<file path="src/rtl/data_path_io_engine.sv">
// Data-path I/O engine: routes input beats to activations or weight lanes,
// and drains a snapshot of the SMAC results as a stream of bus beats.
module data_path_io_engine #(
  parameter int M     = 16,
  parameter int Pa    = 8,
  parameter int BW    = 128,
  parameter int NSMAC = 64
) (
  input  logic                  clk,
  input  logic                  rst_n,
  input  logic                  clr,
  input  logic                  start_wload,
  input  logic                  start_drain,
  input  logic                  in_valid,
  output logic                  in_ready,
  input  logic [BW-1:0]         in_data,
  output logic [BW-1:0]         act_out,
  output logic                  act_load,
  output logic [NSMAC*M-1:0]    wei_out,
  output logic                  wload_done,
  input  logic [NSMAC*Pa-1:0]   smac_out,
  output logic                  out_valid,
  input  logic                  out_ready,
  output logic [BW-1:0]         out_data,
  output logic                  out_last,
  output logic                  busy,
  output logic                  err
);

  localparam int WPB    = BW / M;
  localparam int WBEATS = NSMAC / WPB;
  localparam int OPB    = BW / Pa;
  localparam int OBEATS = NSMAC / OPB;
  localparam int WCW    = (WBEATS > 1) ? $clog2(WBEATS) : 1;
  localparam int OCW    = (OBEATS > 1) ? $clog2(OBEATS) : 1;

  typedef enum logic [1:0] {
    IDLE  = 2'd0,
    WLOAD = 2'd1,
    DRAIN = 2'd2
  } state_t;

  state_t               state;
  state_t               state_nxt;
  logic [WCW-1:0]       wcnt;
  logic [OCW-1:0]       ocnt;
  logic [NSMAC*Pa-1:0]  snap;
  logic                 accept;
  logic                 fire;
  logic                 wlast;
  logic                 olast;

  assign accept = in_valid && in_ready;
  assign fire   = out_valid && out_ready;
  assign wlast  = (wcnt == WCW'(WBEATS - 1));
  assign olast  = (ocnt == OCW'(OBEATS - 1));

  // Snapshot lanes are contiguous, so one output beat is one BW-wide slice.
  assign out_data = snap[int'(ocnt)*BW +: BW];

  // State register
  always_ff @(posedge clk) begin
    if (!rst_n) begin
      state <= IDLE;
    end else if (clr) begin
      state <= IDLE;
    end else begin
      state <= state_nxt;
    end
  end

  // Next-state and stream handshake outputs
  always_comb begin
    state_nxt = state;
    in_ready  = 1'b1;
    busy      = 1'b0;
    out_valid = 1'b0;
    out_last  = 1'b0;
    case (state)
      IDLE: begin
        if (start_wload) begin
          state_nxt = WLOAD;
        end else if (start_drain) begin
          state_nxt = DRAIN;
        end else begin
          state_nxt = IDLE;
        end
      end
      WLOAD: begin
        busy = 1'b1;
        if (accept && wlast) begin
          state_nxt = IDLE;
        end else begin
          state_nxt = WLOAD;
        end
      end
      DRAIN: begin
        busy      = 1'b1;
        in_ready  = 1'b0;
        out_valid = 1'b1;
        out_last  = olast;
        if (fire && olast) begin
          state_nxt = IDLE;
        end else begin
          state_nxt = DRAIN;
        end
      end
      default: begin
        state_nxt = IDLE;
      end
    endcase
  end

  // Data registers, counters, pulses and the sticky error flag
  always_ff @(posedge clk) begin
    if (!rst_n) begin
      act_out    <= {BW{1'b0}};
      act_load   <= 1'b0;
      wei_out    <= {(NSMAC*M){1'b0}};
      wload_done <= 1'b0;
      snap       <= {(NSMAC*Pa){1'b0}};
      wcnt       <= {WCW{1'b0}};
      ocnt       <= {OCW{1'b0}};
      err        <= 1'b0;
    end else if (clr) begin
      act_out    <= {BW{1'b0}};
      act_load   <= 1'b0;
      wei_out    <= {(NSMAC*M){1'b0}};
      wload_done <= 1'b0;
      snap       <= {(NSMAC*Pa){1'b0}};
      wcnt       <= {WCW{1'b0}};
      ocnt       <= {OCW{1'b0}};
    end else begin
      act_load   <= 1'b0;
      wload_done <= 1'b0;
      case (state)
        IDLE: begin
          if (accept) begin
            act_out  <= in_data;
            act_load <= 1'b1;
          end
          if (start_wload) begin
            wcnt <= {WCW{1'b0}};
            if (start_drain) begin
              err <= 1'b1;
            end
          end else if (start_drain) begin
            snap <= smac_out;
            ocnt <= {OCW{1'b0}};
          end
        end
        WLOAD: begin
          if (accept) begin
            for (int w = 0; w < WPB; w++) begin
              wei_out[(int'(wcnt)*WPB + w)*M +: M] <= in_data[w*M +: M];
            end
            wcnt       <= wlast ? {WCW{1'b0}} : wcnt + WCW'(1);
            wload_done <= wlast;
          end
          if (start_wload || start_drain) begin
            err <= 1'b1;
          end
        end
        DRAIN: begin
          if (fire) begin
            ocnt <= olast ? {OCW{1'b0}} : ocnt + OCW'(1);
          end
          if (start_wload || start_drain) begin
            err <= 1'b1;
          end
        end
        default: begin
          wcnt <= {WCW{1'b0}};
          ocnt <= {OCW{1'b0}};
        end
      endcase
    end
  end

endmodule

</file>
<file path="config.mk">
export PLATFORM = sky130hd
export DESIGN_NAME = data_path_io_engine
export DESIGN_NICKNAME = d
export VERILOG_FILES = /design/src/rtl/data_path_io_engine.sv
export SDC_FILE = /design/constraint.sdc
export NUM_CORES = 2
export LEC_CHECK = 0
export CORE_AREA = 2 2 748 750
export CTS_CLUSTER_SIZE = 20
export DETAILED_ROUTE_END_ITERATION = 7
export DIE_AREA = 0 0 750 752
export GPL_TIMING_DRIVEN = 0
export PLACE_DENSITY_LB_ADDON = 0.3
export SLEW_MARGIN = 5
export SYNTH_ARGS = -nofsm -noshare
export SYNTH_HDL_FRONTEND = slang
export SYNTH_SLANG_ARGS = --single-unit
</file>
<file path="constraint.sdc">
create_clock -name clk -period 2.3 [get_ports clk]
set_clock_uncertainty 0.2 [all_clocks]
set_input_delay 0.23 -clock clk [delete_from_list [all_inputs] [get_ports clk]]
set_output_delay 0.23 -clock clk [all_outputs]
set_load 0.1 [all_outputs]
</file>
==> results.sh <==
export IMPL_fillers=62200
export IMPL_grt_max_degree=21
export IMPL_utilization_pct=18.9
export IMPL_grt_overflow_total=0
export IMPL_hold_path_class="input pin to flop"
export IMPL_nNetsFinal=10300
export IMPL_hold_end="act_out[4]$_SDFFE_PP0P_"
export IMPL_min_period_ns=3.19
export IMPL_yosysWarnings=0
export IMPL_ant_nets=0
export IMPL_max_freq_mhz=313
export IMPL_holdPathStages=3
export IMPL_drive_gt1_share_pct=23.0
export IMPL_hold_viol=0
export IMPL_maxSlewHeadroom_pct=-9.35
export IMPL_design_core_area_um2=556000
export IMPL_die_h_um=752
export IMPL_synth_edf_count=0
export IMPL_syn_avg_cell_area_um2=8.95
export IMPL_io_pins=1934
export IMPL_cts_buffers=211
export IMPL_start_kind="flop"
export IMPL_synth_cells=6682
export IMPL_firstDrtPassIters=5
export IMPL_area_growth_pct=75.5
export IMPL_ys_ff_latch=1674
export IMPL_async_reset_ff_share_pct=0
export IMPL_synth_area_um2=59800
export IMPL_crit_path_max_fanout=10
export IMPL_insertion_delay_ns=0.89
export IMPL_grt_usage_pct=19.7
export IMPL_ff2ff_setup_slack_ns=-0.64
export IMPL_tightest_slew_ns=1.64
export IMPL_cts_max_level=4
export IMPL_grt_pass1_wl_mm=720
export IMPL_power_density_nw_per_um2=698
export IMPL_yosys_top_cells_count="nand2_1 (1,719), dfxtp_1 (1,674), a21oi_1 (803)"
export IMPL_crit_path_end_kind="output port"
export IMPL_rows=274
export IMPL_p_leak_nw=37.1
export IMPL_vias=69900
export IMPL_path_clk_slew_ns=0.07
export IMPL_drv_slew=16
export IMPL_grt_pass1_vias=63800
export IMPL_reg2regPathDepth=10
export IMPL_die_area_um2=564000
export IMPL_gp_congestion=0.999
export IMPL_synth_yosys_seq_area_share_pct=56.1
export IMPL_vdd_drop_max_v=0.000680
export IMPL_start_util_pct=10.8
export IMPL_maxCapViolCount=2
export IMPL_r2r_end="wei_out[682]$_SDFFE_PP0P_"
export IMPL_yosysTopAreaCell="dfxtp_1"
export IMPL_port_buffers=1933
export IMPL_finalWirelength_mm=592
export IMPL_clockBufferDepth=4
export IMPL_drc=0
export IMPL_setup_ws_ns=-0.891
export IMPL_cp_arrival_ns=2.76
export IMPL_min_from="in_data[4]"
export IMPL_tns_ns=-639.10
export IMPL_synth_top_cells_by_area="dfxtp_1 (56%), nand2_1 (11%), a21oi_1 (6.7%)"
export IMPL_antenna_found_initial=197
export IMPL_cts_tree="built"
export IMPL_clock_root_buffer="clkbuf_16"
export IMPL_rsz0062_at_grt="yes"
export IMPL_dieWidth_um=750
export IMPL_dominantRegCellSynth="dfxtp_1"
export IMPL_hpwl_mm=480
export IMPL_crit_reg2reg_launch="state[0]$_SDFF_PP0_"
export IMPL_vias_per_cell=4.04
export IMPL_crit_type="flop to output port"
export IMPL_status="finished, violations left"
export IMPL_synth_top_area_share_pct=56.1
export IMPL_cp_required_ns=1.87
export IMPL_syn_num_nets=7343
export IMPL_post_route_period_util_pct=139
export IMPL_yosysMostFrequentCell="nand2_1"
export IMPL_clock_sinks=1674
export IMPL_synth_cell_types=45
export IMPL_setup_viol=2073
export IMPL_violations="capacitance limit, slew limit, setup timing"
export IMPL_drt_initial_drc_count=8175
export IMPL_routedWlPerCell_um=34.2
layout by cell type (no fill, tap or decap), drive strengths merged, types with 4 or more instances in the layout:
cell,synthesis,routed
and2,6,6
dfxtp,1674,1674
clkdlybuf4s50,0,908
ha,14,14
nor3,9,9
a21oi,803,803
nand4,5,5
inv,7,18
nand2b,4,4
clkbuf,314,1202
nand2,1721,1721
buf,307,986
nor2,106,106
clkinv,0,34
nand3,680,680
dlygate4sd3,0,551
mux4,128,128
nand3b,16,16
nor2b,5,5
o21ai,544,544
a32o,224,224
diode,0,85
a22oi,97,97
clkinvlp,0,9
bufinv,0,15
layer usage:
layer  GRT usage, %  routed length [um]  vias to the layer above
met4           9.42               36800                       98
met3           8.82               74600                     1121
met2           28.6              239000                     4330
li1               -                   -                    29300
met1           24.6              241000                    35000
met5              0                 794                        -
registers in the layout (all words and copies together), names as in the netlist:
register	flops
wei_out	1024
err	1
wcnt	3
wload_done	1
snap	512
act_out	128
act_load	1
ocnt	2
state	2
area by class of cell:
| cell class | instances | area (um^2) | area share [%] |
|---|---|---|---|
| plain buffers | 617 | 4790 | 4.56 |
| clock buffers | 311 | 6300 | 6.00 |
| multi-input cells | 4380 | 24400 | 23.2 |
| clock inverters | 69 | 938 | 0.894 |
| diodes | 85 | 213 | 0.203 |
| well taps | 7452 | 9320 | 8.88 |
| inverters | 7 | 38.8 | 0.0370 |
| repair buffers | 2730 | 25400 | 24.2 |
| flip-flops and latches | 1674 | 33500 | 31.9 |
through the flow:
stage               power, mW  std cells  setup slack, ns  hold slack [ns]  area, um^2
detailed placement       36.8      16100            -2.92            0.243       88500
global placement         36.8      16100            -5.07            0.238       88500
floorplan                32.5       6682          0.00589            0.148       59800
global route             75.0      17300           -0.941           0.0196      105000
CTS                      73.6      17100           -0.958       0.00000933      105000
finish                   73.3      17300           -0.891           0.0856      105000
how the worst max path moves through the flow:
stage,start,end
2_1_floorplan,state[0]$_SDFF_PP0_,wei_out[100]$_SDFFE_PP0P_
3_3_place_gp,clr,wei_out[20]$_SDFFE_PP0P_
3_5_place_dp,clr,snap[274]$_SDFFE_PP0P_
4_1_cts,ocnt[0]$_SDFFE_PP0P_,out_data[14]
5_1_grt,ocnt[0]$_SDFFE_PP0P_,out_data[14]
6_report,ocnt[0]$_SDFFE_PP0P_,out_data[60]
report_power, final:
part / total (mW) / leakage [nW] / switching (mW) / internal, mW
clock: 35.6 / 3.54 / 14.9 / 20.6
sequential: 29.5 / 13.5 / 0.222 / 29.3
combinational: 8.18 / 20.1 / 5.46 / 2.72
total: 73.3 / 37.1 / 20.6 / 52.7
timing repair:
action                     in CTS  in global routing
hold buffers                  550                  1
cloned                         25                 27
setup endpoints to repair    2959               2916
resized for setup            1630               2779
pin swaps                      43                 33
hold endpoints to repair      722                  1
buffers inserted               95                 80
logic make-up (layout without fill, tap and decap cells):
logic type / after synthesis / after routing / share of synthesized area, %
AOI/OAI and AO/OA: 1674 / 1674 / 16.3
adders and majority gates: 14 / 14 / 0.293
buffers and inverters: 628 / 3734 / 4.58
DFF: 1674 / 1674 / 56.1
muxes: 130 / 130 / 4.86
other: 0 / 85 / 0
and+or+nand+nor: 2562 / 2562 / 17.9
worst max-delay path: stages, from the launching register on:
cell	delay, ns
dfxtp_2	0.35
clkbuf_16	0.16
clkbuf_16	0.17
buf_8	0.25
mux4_2	0.67
buf_6	0.24
Note: power is estimated with default switching activity, not from simulation.
